### config.mk
export PLATFORM = sky130hd
export DESIGN_NAME = vdp_sdram_initiator
export DESIGN_NICKNAME = d
export VERILOG_FILES = /design/src/rtl/vdp_sdram_initiator_pkg.sv /design/src/rtl/vdp_sdram_refresh_timer.sv /design/src/rtl/vdp_sdram_initiator.sv
export SDC_FILE = /design/constraint.sdc
export NUM_CORES = 1
export LEC_CHECK = 0
export CAP_MARGIN = 20
export CORE_ASPECT_RATIO = 0.8
export CORE_MARGIN = 2
export CORE_UTILIZATION = 30
export CTS_BUF_LIST = sky130_fd_sc_hd__clkbuf_4
export DETAILED_ROUTE_END_ITERATION = 8
export GPL_TIMING_DRIVEN = 0
export PLACE_DENSITY = 0.6
export SLEW_MARGIN = 5
export SYNTH_ARGS = -nofsm -noshare
export SYNTH_HDL_FRONTEND = slang
export SYNTH_SLANG_ARGS = --single-unit
export TNS_END_PERCENT = 20
### constraint.sdc
create_clock -name clk -period 1.8 [get_ports clk]
set_clock_uncertainty 0.15 [all_clocks]
set_input_delay 0.54 -clock clk [delete_from_list [all_inputs] [get_ports clk]]
set_output_delay 0.54 -clock clk [all_outputs]
set_load 0.01 [all_outputs]
### src/rtl/vdp_sdram_initiator_pkg.sv
// Shared types and constants for the VDP SDRAM bus initiator and its refresh timer.
package vdp_sdram_initiator_pkg;

  localparam int SDRAM_ADDR_W = 23;
  localparam int SDRAM_WORD_W = 16;
  localparam logic [SDRAM_WORD_W-1:0] SDRAM_TIMEOUT_WORD = 16'hFFFF;

  typedef enum logic [2:0] {
    ST_INIT,
    ST_IDLE,
    ST_REQ,
    ST_WAIT_RD,
    ST_REFRESH
  } sdram_init_state_t;

  function automatic logic [7:0] select_byte(input logic [SDRAM_WORD_W-1:0] word,
                                             input logic hi);
    return hi ? word[15:8] : word[7:0];
  endfunction

endpackage

### src/rtl/vdp_sdram_refresh_timer.sv
// Free-running refresh interval counter with a saturating one-deep pending flag.
module vdp_sdram_refresh_timer #(
  parameter int REFRESH_INTERVAL = 1024
) (
  input  logic clk,
  input  logic reset,
  input  logic en_i,
  input  logic clear_i,
  output logic pending_o
);

  localparam int CNT_W = $clog2(REFRESH_INTERVAL);

  logic [CNT_W-1:0] count_q;
  logic             pending_q;
  logic             tick;

  assign tick      = en_i && (count_q == CNT_W'(REFRESH_INTERVAL - 1));
  assign pending_o = pending_q;

  always_ff @(posedge clk) begin
    if (reset) begin
      count_q   <= '0;
      pending_q <= 1'b0;
    end else begin
      if (en_i) begin
        count_q <= tick ? '0 : count_q + CNT_W'(1);
      end
      // A tick landing on the clear cycle keeps the flag set.
      pending_q <= tick | (pending_q & ~clear_i);
    end
  end

endmodule

### src/rtl/vdp_sdram_initiator.sv
// Single-client byte initiator for ip_sdram with self-scheduled refresh and timeout.
// Optional one-word read cache enabled by defining SDRAM_INITIATOR_WORD_CACHE_EN.
module vdp_sdram_initiator
  import vdp_sdram_initiator_pkg::*;
#(
  parameter int REFRESH_INTERVAL = 1024,
  parameter int TIMEOUT_COUNT    = 50
) (
  input  logic                    clk,
  input  logic                    reset,
  input  logic                    req_valid,
  output logic                    req_ready,
  input  logic                    req_write,
  input  logic [SDRAM_ADDR_W-1:0] req_address,
  input  logic [7:0]              req_wdata,
  output logic                    rsp_valid,
  output logic [7:0]              rsp_rdata,
  output logic [SDRAM_WORD_W-1:0] rsp_word,
  output logic                    error,
  input  logic                    sdram_init_busy,
  output logic [SDRAM_ADDR_W-1:0] bus_address,
  output logic                    bus_valid,
  input  logic                    bus_ready,
  output logic                    bus_write,
  output logic                    bus_refresh,
  output logic [7:0]              bus_wdata,
  input  logic [SDRAM_WORD_W-1:0] bus_rdata,
  input  logic                    bus_rdata_en
);

  localparam int TMO_W = $clog2(TIMEOUT_COUNT + 1);

  sdram_init_state_t       state_q;
  logic [SDRAM_ADDR_W-1:0] addr_q;
  logic                    write_q;
  logic [7:0]              wdata_q;
  logic                    bus_valid_q;
  logic                    bus_write_q;
  logic                    bus_refresh_q;
  logic                    rsp_valid_q;
  logic [7:0]              rsp_rdata_q;
  logic [SDRAM_WORD_W-1:0] rsp_word_q;
  logic                    error_q;
  logic [TMO_W-1:0]        tmo_q;

  logic                    refresh_pending;
  logic                    refresh_clear;
  logic                    client_accept;
  logic                    busy_state;
  logic                    done;
  logic                    tmo_hit;
  logic                    timeout_fire;
  logic                    read_hit;
  logic [SDRAM_WORD_W-1:0] hit_word;

  assign req_ready   = (state_q == ST_IDLE) && !refresh_pending;
  assign bus_address = addr_q;
  assign bus_wdata   = wdata_q;
  assign bus_valid   = bus_valid_q;
  assign bus_write   = bus_write_q;
  assign bus_refresh = bus_refresh_q;
  assign rsp_valid   = rsp_valid_q;
  assign rsp_rdata   = rsp_rdata_q;
  assign rsp_word    = rsp_word_q;
  assign error       = error_q;

  assign client_accept = req_ready && req_valid;
  assign busy_state    = (state_q == ST_REQ) || (state_q == ST_WAIT_RD) || (state_q == ST_REFRESH);
  assign done          = (state_q == ST_WAIT_RD) ? bus_rdata_en : bus_ready;
  assign tmo_hit       = (tmo_q == TMO_W'(TIMEOUT_COUNT - 1));
  assign timeout_fire  = busy_state && !done && tmo_hit;
  assign refresh_clear = (state_q == ST_REFRESH) && bus_ready;

  vdp_sdram_refresh_timer #(
    .REFRESH_INTERVAL(REFRESH_INTERVAL)
  ) u_refresh_timer (
    .clk      (clk),
    .reset    (reset),
    .en_i     (state_q != ST_INIT),
    .clear_i  (refresh_clear),
    .pending_o(refresh_pending)
  );

`ifdef SDRAM_INITIATOR_WORD_CACHE_EN
  logic                    cache_valid_q;
  logic [21:0]             cache_tag_q;
  logic [SDRAM_WORD_W-1:0] cache_word_q;
  logic                    tag_match;

  assign tag_match = cache_valid_q && (cache_tag_q == req_address[22:1]);
  assign read_hit  = tag_match && !req_write;
  assign hit_word  = cache_word_q;

  always_ff @(posedge clk) begin
    if (reset) begin
      cache_valid_q <= 1'b0;
      cache_tag_q   <= '0;
      cache_word_q  <= '0;
    end else if (timeout_fire) begin
      cache_valid_q <= 1'b0;
    end else if ((state_q == ST_WAIT_RD) && bus_rdata_en) begin
      cache_valid_q <= 1'b1;
      cache_tag_q   <= addr_q[22:1];
      cache_word_q  <= bus_rdata;
    end else if (client_accept && req_write && tag_match) begin
      if (req_address[0]) cache_word_q[15:8] <= req_wdata;
      else                cache_word_q[7:0]  <= req_wdata;
    end
  end
`else
  assign read_hit = 1'b0;
  assign hit_word = '0;
`endif

  always_ff @(posedge clk) begin
    if (reset) begin
      state_q       <= ST_INIT;
      addr_q        <= '0;
      write_q       <= 1'b0;
      wdata_q       <= '0;
      bus_valid_q   <= 1'b0;
      bus_write_q   <= 1'b0;
      bus_refresh_q <= 1'b0;
      rsp_valid_q   <= 1'b0;
      rsp_rdata_q   <= '0;
      rsp_word_q    <= '0;
      error_q       <= 1'b0;
      tmo_q         <= '0;
    end else begin
      rsp_valid_q <= 1'b0;
      if (busy_state && !done && !tmo_hit) tmo_q <= tmo_q + TMO_W'(1);

      if (timeout_fire) begin
        error_q       <= 1'b1;
        bus_valid_q   <= 1'b0;
        bus_refresh_q <= 1'b0;
        state_q       <= ST_IDLE;
        // An abandoned read still owes the client exactly one response.
        if (state_q == ST_WAIT_RD || (state_q == ST_REQ && !write_q)) begin
          rsp_valid_q <= 1'b1;
          rsp_word_q  <= SDRAM_TIMEOUT_WORD;
          rsp_rdata_q <= SDRAM_TIMEOUT_WORD[7:0];
        end
      end else begin
        case (state_q)
          ST_INIT: begin
            if (!sdram_init_busy) state_q <= ST_IDLE;
          end
          ST_IDLE: begin
            if (refresh_pending) begin
              state_q       <= ST_REFRESH;
              bus_valid_q   <= 1'b1;
              bus_refresh_q <= 1'b1;
              bus_write_q   <= 1'b0;
              tmo_q         <= '0;
            end else if (req_valid) begin
              addr_q  <= req_address;
              write_q <= req_write;
              wdata_q <= req_wdata;
              if (read_hit) begin
                rsp_valid_q <= 1'b1;
                rsp_word_q  <= hit_word;
                rsp_rdata_q <= select_byte(hit_word, req_address[0]);
              end else begin
                state_q       <= ST_REQ;
                bus_valid_q   <= 1'b1;
                bus_refresh_q <= 1'b0;
                bus_write_q   <= req_write;
                tmo_q         <= '0;
              end
            end
          end
          ST_REQ: begin
            if (bus_ready) begin
              bus_valid_q <= 1'b0;
              tmo_q       <= '0;
              state_q     <= write_q ? ST_IDLE : ST_WAIT_RD;
            end
          end
          ST_WAIT_RD: begin
            if (bus_rdata_en) begin
              rsp_valid_q <= 1'b1;
              rsp_word_q  <= bus_rdata;
              rsp_rdata_q <= select_byte(bus_rdata, addr_q[0]);
              state_q     <= ST_IDLE;
            end
          end
          ST_REFRESH: begin
            if (bus_ready) begin
              bus_valid_q   <= 1'b0;
              bus_refresh_q <= 1'b0;
              state_q       <= ST_IDLE;
            end
          end
          default: state_q <= ST_INIT;
        endcase
      end
    end
  end

endmodule

Word-level counts from Yosys, hierarchy flattened

Index checks and enable logic that the tools add are counted.

Register bits: 81
Bits of input ports: 54
Logic and storage cells: 109

Add/sub/neg operators: 2
Equality and inequality tests: 18
Mux-type cells: 39
Bitwise logic cells: 5
Reductions and logical operators: 30

Operators by type and width:

| kind                                                 | number |
|---|---|
| two-way mux 16 bit                                   | 4 |
| two-way mux 8 bit                                    | 5 |
| two-way mux 6 bit                                    | 5 |
| two-way mux 3 bit                                    | 6 |
| case mux 3 bit (5 select lines)                      | 1 |
| two-way mux 1 bit                                    | 13 |
| != test 3 bit (second input constant)                | 4 |
| case mux 6 bit (2 select lines)                      | 1 |
| AND reduction 3 bit                                  | 4 |
| adder 10 x 1 -> 10 bit (second input constant)       | 1 |
| equality test 10 bit (second input constant)         | 1 |
| two-way mux 10 bit                                   | 1 |
| AND reduction 5 bit                                  | 2 |
| nonzero test 2 bit                                   | 5 |
| != test 2 bit (second input constant)                | 4 |
| logical AND 1 bit                                    | 7 |
| adder 6 x 1 -> 6 bit (second input constant)         | 1 |
| equality test 3 x 2 -> 1 bit (second input constant) | 2 |
| equality test 6 bit (second input constant)          | 1 |
| logical NOT 1 bit                                    | 4 |
| != test 2 x 1 -> 1 bit (second input constant)       | 2 |
| != test 4 x 3 -> 1 bit (second input constant)       | 1 |
| case mux 1 bit (2 select lines)                      | 2 |
| AND reduction 4 bit                                  | 1 |
| 11 further kinds                                     | 16 |

Logic depth before layout (Yosys ltp)

Gate-level depths: netlist (run 1).

Depth in word-level cells: 10
Gate-level depth with buffers: 7

Modules after synthesis

From an unflattened synthesis (run 1), not the netlist that was laid out.

Cell total of the unflattened synthesis: 418
Area total of the unflattened synthesis: 3514.6 um^2

Modules (own cells, without submodules):

| module                  | times used | cells an instance | area an instance (um^2) | seq. area each (um^2) |
|---|---|---|---|---|
| vdp_sdram_initiator     | 1          | 360               | 2961.6                  | 1401.3 |
| vdp_sdram_refresh_timer | 1          | 58                | 553.0                   | 220.2 |

Least setup slack after synthesis (run 1)

OpenSTA, ideal clock, no wires.

Path kind: in2reg
Start: in bus_ready
End: reg tmo_q[4]
Library setup time: 0.076 ns
Data arrival time: 1.518 ns
Required time: 1.574 ns
Path slack: 0.055 ns
Stages: 5
Buffers on the path: 1
Cells stage by stage: nor2_1 a22oi_1 buf_6 or4_1 a21oi_1

Longest elaborated chain between the ends: 9
Elaborated cells on any way between the ends: 11

RTL lines:

| what                            | line                                                  | source |
|---|---|---|
| start, declared                 | vdp_sdram_initiator.sv:23                             | `input logic bus_ready,` |
| two-way mux 1 bit               | vdp_sdram_initiator.sv:69                             | `assign done = (state_q == ST_WAIT_RD) ? bus_rdata_en : bus_ready;` |
| logical NOT 1 bit               | vdp_sdram_initiator.sv:71, vdp_sdram_initiator.sv:131 |  |
| logical AND 1 bit               | vdp_sdram_initiator.sv:71, vdp_sdram_initiator.sv:131 |  |
| logical AND 1 bit               | vdp_sdram_initiator.sv:131                            | `if (busy_state && !done && !tmo_hit) tmo_q <= tmo_q + TMO_W'(1);` |
| two-way mux 6 bit               | vdp_sdram_initiator.sv:131                            |  |
| two-way mux 6 bit               | vdp_sdram_initiator.sv:156                            | `end else if (req_valid) begin` |
| two-way mux 6 bit               | vdp_sdram_initiator.sv:150                            | `if (refresh_pending) begin` |
| case mux 6 bit (2 select lines) | vdp_sdram_initiator.sv:145                            | `case (state_q)` |
| two-way mux 6 bit *             | vdp_sdram_initiator.sv:133                            | `if (timeout_fire) begin` |
| end signal, assigned            | vdp_sdram_initiator.sv:131                            |  |
| end, declared                   | vdp_sdram_initiator.sv:44                             | `logic [TMO_W-1:0] tmo_q;` |

Every way passes the cells marked *; elsewhere a longest branch is shown, timed or not.
A chain may end at the register's enable or synchronous reset.

Worst setup path in the final report (run 1)

Start: reg state_q[1]
End: out req_ready

Longest elaborated chain between the ends: 2

RTL lines:

| what                         | line                       | source |
|---|---|---|
| start, declared              | vdp_sdram_initiator.sv:33  | `sdram_init_state_t state_q;` |
| start signal, assigned       | vdp_sdram_initiator.sv:177 | `state_q <= write_q ? ST_IDLE : ST_WAIT_RD;` |
| equality test 3 x 1 -> 1 bit | vdp_sdram_initiator.sv:56  | `assign req_ready = (state_q == ST_IDLE) && !refresh_pending;` |
| logical AND 1 bit            | vdp_sdram_initiator.sv:56  |  |
| end, declared                | vdp_sdram_initiator.sv:12  | `output logic req_ready,` |

No other way between the ends.

==> results.toml, run 1 <==
[run_status]
status = "finished, violations left"
violations = "setup timing"

[hold_path]
min_from = "bus_address[13]"
hold_path.class = "reg2reg"
min_to = "bus_address[13]"
min_path_cells = 2

[route]
drt-initial-drc-count = 209
m1WireLength_um = 4752
wire_per_inst_um = 15.36
route.detailed.drc = 0
drt_first_pass_iters = 4
maxUsedRoutingLayer = "met4"
post_drt_via_cell_ratio = 5.011
ant_nets = 0
wl_um = 10740
wl_met3_um = 1087
vias = 3503
dr_wl_met2_um = 4704

[timing]
slew_headroom_pct = 58.94
fin_crit_sh_pct = 115.8
slew_viol_final = 0
fmax_ghz = 0.4798
post-route-min-period_ps = 2084
tightestPinTransition_ps = 616.0
layout_setup_ws_ps = -284.4
hold_viol_final = 0
tns_ps = -460.5
setup_viol = 3
rsz0062_at_grt = "true"

[pwr]
cell_internal_pwr_mw = 2.583
power.total_mw = 3.573
p_leak_nw = 1.871
power.density_nw_per_um2 = 701.5
power_frac_comb_pct = 16.2
seqPwrFrac_pct = 52.6
p_clk_share_pct = 31.3
vdd_drop_max_uv = 380.3
p_switching_uw = 990.0
swShare_pct = 27.71

[logic_synthesis]
syn_nets = 466
synth_ff_type = "dfxtp_1"
ys_seq_area_share_pct = 47.06
synth_cell_type_count = 49
yosysTopAreaCell = "dfxtp_1"
synth_top_area_share_pct = 47.06
netlist_top_cells_area = "dfxtp_1 47%, a21oi_1 8.7%, nand2_1 8.6%"
synthArstFlopShare_pct = 0
netlist_instances = 409
avgSynthCellArea_um2 = 8.425
ys_warn_count = 0
synth_edf_count = 0
ys_ff_latch = 81
syn-cell-area_um2 = 3446

[cts]
ctsHoldBuffers = 0
cts_buffer_depth = 2
path_clk_slew_ps = 130
worstSkewPairLatency_ps = 450
cts_made_buffers = 9
clockRootBuffer = "clkbuf_4"
cts_tree = "done"
htree_levels = 3
cts_sinks = 81

[placement]
dp_slack_ps = -827.5
io_buffer_count = 113
gp_congestion = 0.8212
dp_hpwl_um = 7431

[final_layout]
area_growth_pct = 47.82
diodes = 0
nets = 607
fill_cells = 1083
layout-drive-gt1-share_pct = 30.63
final_util_pct = 46.23

[die]
die_h_um = 99.86
initial_core_util_pct = 31.27
num_rows = 34
dieArea_um2 = 12360
die_w_um = 123.8
coreArea_um2 = 11020
io_pins = 115

[global_routing]
grtUsageTotal_pct = 17.27
grt_max_degree = 15
grt_pass1_wl_um = 16660
antenna_found_initial = 0
grt_remaining_overflow = 0
grt_pass1_vias = 3337

[critical_path]
rr_worst_depth = 7
rr_startpoint = "state_q[1]"
crit_required_ps = 1110
timing_worst_setup_path_type = "reg2out"
rr_endpoint = "tmo_q[4]"
cp_max_fo = 2
cp-start-kind = "flip-flop"
r2r_setup_slack_ps = -100
cp.arrival_ps = 1390
endpoint_kind = "output port"

[job]
cap_violations = 0
kinds of logic (layout without fill, tap and decap cells):
logic type,count (synthesis),in the layout,share of synthesized area [%]
compound gates,124,124,22.84
buf+inv,37,183,4.974
xor+xnor,9,9,2.506
mux,8,8,2.614
simple gates,147,147,18.92
fa+ha+maj,3,3,1.089
flops,81,81,47.06
critical path, stage by stage, from the launching register on:
cell     delay (ps)
dfxtp_2         350
buf_6           120
nor4b_4         300
buf_2           190
routing by layer:
metal / vias up / track usage (%)
met5: - / 0
met2: 138 / 26.12
met4: 0 / 5.594
met1: 1615 / 22.18
met3: 18 / 7.386
li1: 1732 / -
power by group through the flow:
stage,Combinational (mW),Clock [mW],Sequential (mW)
global placement,0.513,0,1.91
finish,0.577,1.12,1.88
floorplan,0.235,0,1.92
detailed placement,0.521,0,1.91
global route,0.625,1.23,1.89
CTS,0.535,1.15,1.87
stage by stage:
step                cell area (um2)  instances  hold WS (ps)
finish                         5094        699         312.7
global route                   5094        699         330.1
CTS                            5066        692         313.2
detailed placement             4761        667         299.7
global placement               4757        666         291.1
floorplan                      3446        409         308.3
how the worst max path moves through the flow:
stage / startpoint / endpoint / slack [ps] / cells past startpoint
2_1_floorplan: bus_ready / tmo_q[4] / 60 / 5
3_3_place_gp: bus_ready / tmo_q[0] / -920 / 4
3_5_place_dp: bus_ready / rsp_rdata[5] / -830 / 6
4_1_cts: state_q[1] / req_ready / -290 / 3
5_1_grt: state_q[1] / req_ready / -340 / 3
6_report: state_q[1] / req_ready / -280 / 3
repair_timing:
item / 4_1_cts / 5_1_grt
setup endpoints to repair: 123 / 128
cloned: 0 / 2
pin swaps: 3 / 2
gates resized for setup: 153 / 125
buffers inserted: 9 / 5
cell type report:
| class | instances | area, um2 | area share, % |
|---|---|---|---|
| Buffer | 31 | 235.2 | 4.618 |
| Clock buffer | 10 | 75.07 | 1.474 |
| Clock inverter | 6 | 66.31 | 1.302 |
| Inverter | 6 | 22.52 | 0.4422 |
| Multi-Input combinational cell | 291 | 1794 | 35.22 |
| Sequential cell | 81 | 1672 | 32.82 |
| Tap cell | 144 | 180.2 | 3.537 |
| Timing Repair Buffer | 130 | 1049 | 20.58 |
flip-flops by register name, summed over array words and instances (netlist names):
name / flops
tmo_q: 6
rsp_valid: 1
u_refresh_timer.pending_o: 1
error: 1
bus_wdata: 8
bus_write: 1
u_refresh_timer.count_q: 10
bus_refresh: 1
state_q: 3
rsp_rdata: 8
bus_address: 23
rsp_word: 16
bus_valid: 1
write_q: 1
cell usage in the layout (no fill, tap or decap), types with 9 or more instances in the layout:
master,netlist,final
clkbuf_2,0,43
a21oi_1,60,59
clkbuf_1,15,9
buf_4,3,18
dfxtp_1,81,43
clkdlybuf4s15_1,0,14
nand2_1,79,77
o22ai_1,9,9
nor2_1,37,35
clkbuf_4,0,13
o221ai_1,16,16
buf_6,1,9
dfxtp_2,0,37
clkdlybuf4s50_1,0,50
synth_stat cells (all sizes together), types with 6 or more instances:
| cell type | number |
|---|---|
| a211oi | 11 |
| a21oi | 61 |
| buf | 16 |
| clkbuf | 15 |
| dfxtp | 81 |
| inv | 6 |
| mux2 | 8 |
| nand2 | 79 |
| nor2 | 37 |
| o21ai | 8 |
| o221ai | 16 |
| o22ai | 9 |
Power figures use the tool's default switching activity.
==> inputs of run 2 (changes only) <==
--- a/config.mk
+++ b/config.mk
@@ -10,6 +10,7 @@
 export CORE_MARGIN = 2
 export CORE_UTILIZATION = 30
 export CTS_BUF_LIST = sky130_fd_sc_hd__clkbuf_4
+export CTS_CLUSTER_SIZE = 8
 export DETAILED_ROUTE_END_ITERATION = 8
 export GPL_TIMING_DRIVEN = 0
 export PLACE_DENSITY = 0.6
==> results of run 2 <==
Same layout as run 1: the final DEF is identical, and so are final timing and power.
==> inputs of run 3 (changes only) <==
--- a/config.mk
+++ b/config.mk
@@ -13,7 +13,7 @@
 export CTS_CLUSTER_SIZE = 8
 export DETAILED_ROUTE_END_ITERATION = 8
 export GPL_TIMING_DRIVEN = 0
-export PLACE_DENSITY = 0.6
+export PLACE_DENSITY = 0.63
 export SLEW_MARGIN = 5
 export SYNTH_ARGS = -nofsm -noshare
 export SYNTH_HDL_FRONTEND = slang
==> constraint.sdc (replaced) <==
create_clock -name clk -period 1.69 [get_ports clk]
set_clock_uncertainty 0.15 [all_clocks]
set_input_delay 0.507 -clock clk [delete_from_list [all_inputs] [get_ports clk]]
set_output_delay 0.507 -clock clk [all_outputs]
set_load 0.01 [all_outputs]
==> results.toml, run 3 (synthesis gave the netlist of run 1 again) <==
[run_status]
status = "finished, violations left"
violations = "setup timing"

[timing]
layout_setup_ws_ps = -316.9
slew_headroom_pct = 59.64
rsz0062_at_grt = "true"
post-route-min-period_ps = 2007
setup_viol = 12
fin_crit_sh_pct = 118.7
hold_ws_ps = 306.9
fmax_ghz = 0.4983
tightestPinTransition_ps = 605.4
slew_viol_final = 0
hold_viol_final = 0

[final_layout]
final_cell_mix = "69 x nand2_1, 63 x buf_2, 61 x dfxtp_2, 50 x clkdlybuf4s50_1, 46 x a21oi_1"
nets = 636
fill_cells = 1069
layout_commonest_cell = "nand2_1"
layout-drive-gt1-share_pct = 45.72
final_cell_area_um2 = 5533
area_growth_pct = 60.57
largest_register_ffs = 23

[global_routing]
antenna_found_initial = 1
grt_pass1_wl_um = 16820
grt_max_degree = 14
grt_remaining_overflow = 0
grtUsageTotal_pct = 17.26
grt_pass1_vias = 3448

[hold_path]
hold_path.class = "reg2reg"
min_to = "bus_address[1]"
min_from = "bus_address[1]"
min_path_cells = 2

[pwr]
power.total_mw = 3.975
vdd_drop_max_uv = 383.1
p_leak_nw = 2.188
power.density_nw_per_um2 = 718.5

[cts]
path_clk_slew_ps = 130
cts_made_buffers = 9
cts_tree = "done"
htree_levels = 3
clockRootBuffer = "clkbuf_4"
worstSkewPairLatency_ps = 440
cts_sinks = 81
cts_buffer_depth = 2

[job]
cap_violations = 0

[route]
drt_first_pass_iters = 4
wire_per_inst_um = 15.51
wl_um = 11310
drt-initial-drc-count = 278
route.detailed.drc = 0
post_drt_via_cell_ratio = 5.010
vias = 3652
ant_nets = 0

[critical_path]
rr_startpoint = "state_q[1]"
timing_worst_setup_path_type = "reg2out"
crit_required_ps = 1030
cp-start-kind = "flip-flop"
cp_max_fo = 2
rr_endpoint = "tmo_q[4]"
endpoint_kind = "output port"
critPathLaunch = "state_q[2]"
r2r_setup_slack_ps = -130
cp.arrival_ps = 1350
rr_worst_depth = 6

[die]
coreArea_um2 = 11020
num_rows = 34
io_pins = 115
dieArea_um2 = 12360
die_h_um = 99.86
initial_core_util_pct = 31.27
die_w_um = 123.8

[placement]
dp_hpwl_um = 7406
io_buffer_count = 113
gp_congestion = 0.9030
dpl_cell_area_um2 = 4766
[run 3: how the worst max path moves through the flow]
stage                 to  cells past startpoint
6_report       req_ready                      3
4_1_cts        req_ready                      3
5_1_grt        req_ready                      3
3_3_place_gp    tmo_q[1]                      4
3_5_place_dp    tmo_q[4]                      5
2_1_floorplan   tmo_q[4]                      6
[run 3: per-layer routing]
metal	part of all wire [%]	global-route usage (%)
met3	8.5	6.193
met5	0	0
met2	46	28.06
met4	1.1	5.245
met1	44	21.39
[run 3: layout make-up]
cell class | count | area, um2 | area share, %
Multi-Input combinational cell | 292 | 1946 | 35.17
Sequential cell | 81 | 1709 | 30.89
Timing Repair Buffer | 160 | 1260 | 22.77
Buffer | 29 | 260.3 | 4.704
Tap cell | 144 | 180.2 | 3.256
Clock inverter | 7 | 85.08 | 1.538
Clock buffer | 9 | 67.56 | 1.221
Inverter | 6 | 22.52 | 0.4071
Antenna cell | 1 | 2.502 | 0.04523
[run 3: timing repair]
action / in CTS / in global routing
pin swaps: 5 / 30
setup buffers: 28 / 10
setup endpoints to repair: 133 / 85
hold buffers: 0 / 0
gates resized for setup: 338 / 104
cloned: 1 / 8
[run 3: through the flow]
step | TNS, ps | std cells | util (%) | setup WS [ps]
floorplan | 0 | 409 | - | 6.964
global placement | -38210 | 666 | 43.22 | -969.2
detailed placement | -37770 | 667 | 43.25 | -840.8
CTS | -789.4 | 712 | 46.79 | -370.9
global route | -3436 | 729 | 50.22 | -377.0
finish | -690.6 | 729 | 50.22 | -316.9
[run 3: report_power, final]
| group | internal, mW | switching [mW] | leakage [nW] |
|---|---|---|---|
| clock network | 0.585 | 0.690 | 0.0808 |
| registers | 1.96 | 0.0397 | 0.687 |
| logic | 0.364 | 0.332 | 1.42 |
| total | 2.91 | 1.06 | 2.19 |
[run 3: critical path: stages, from the launching register on]
cell     delay [ps]
dfxtp_2         350
buf_6           120
nor4b_4         260
buf_2           180
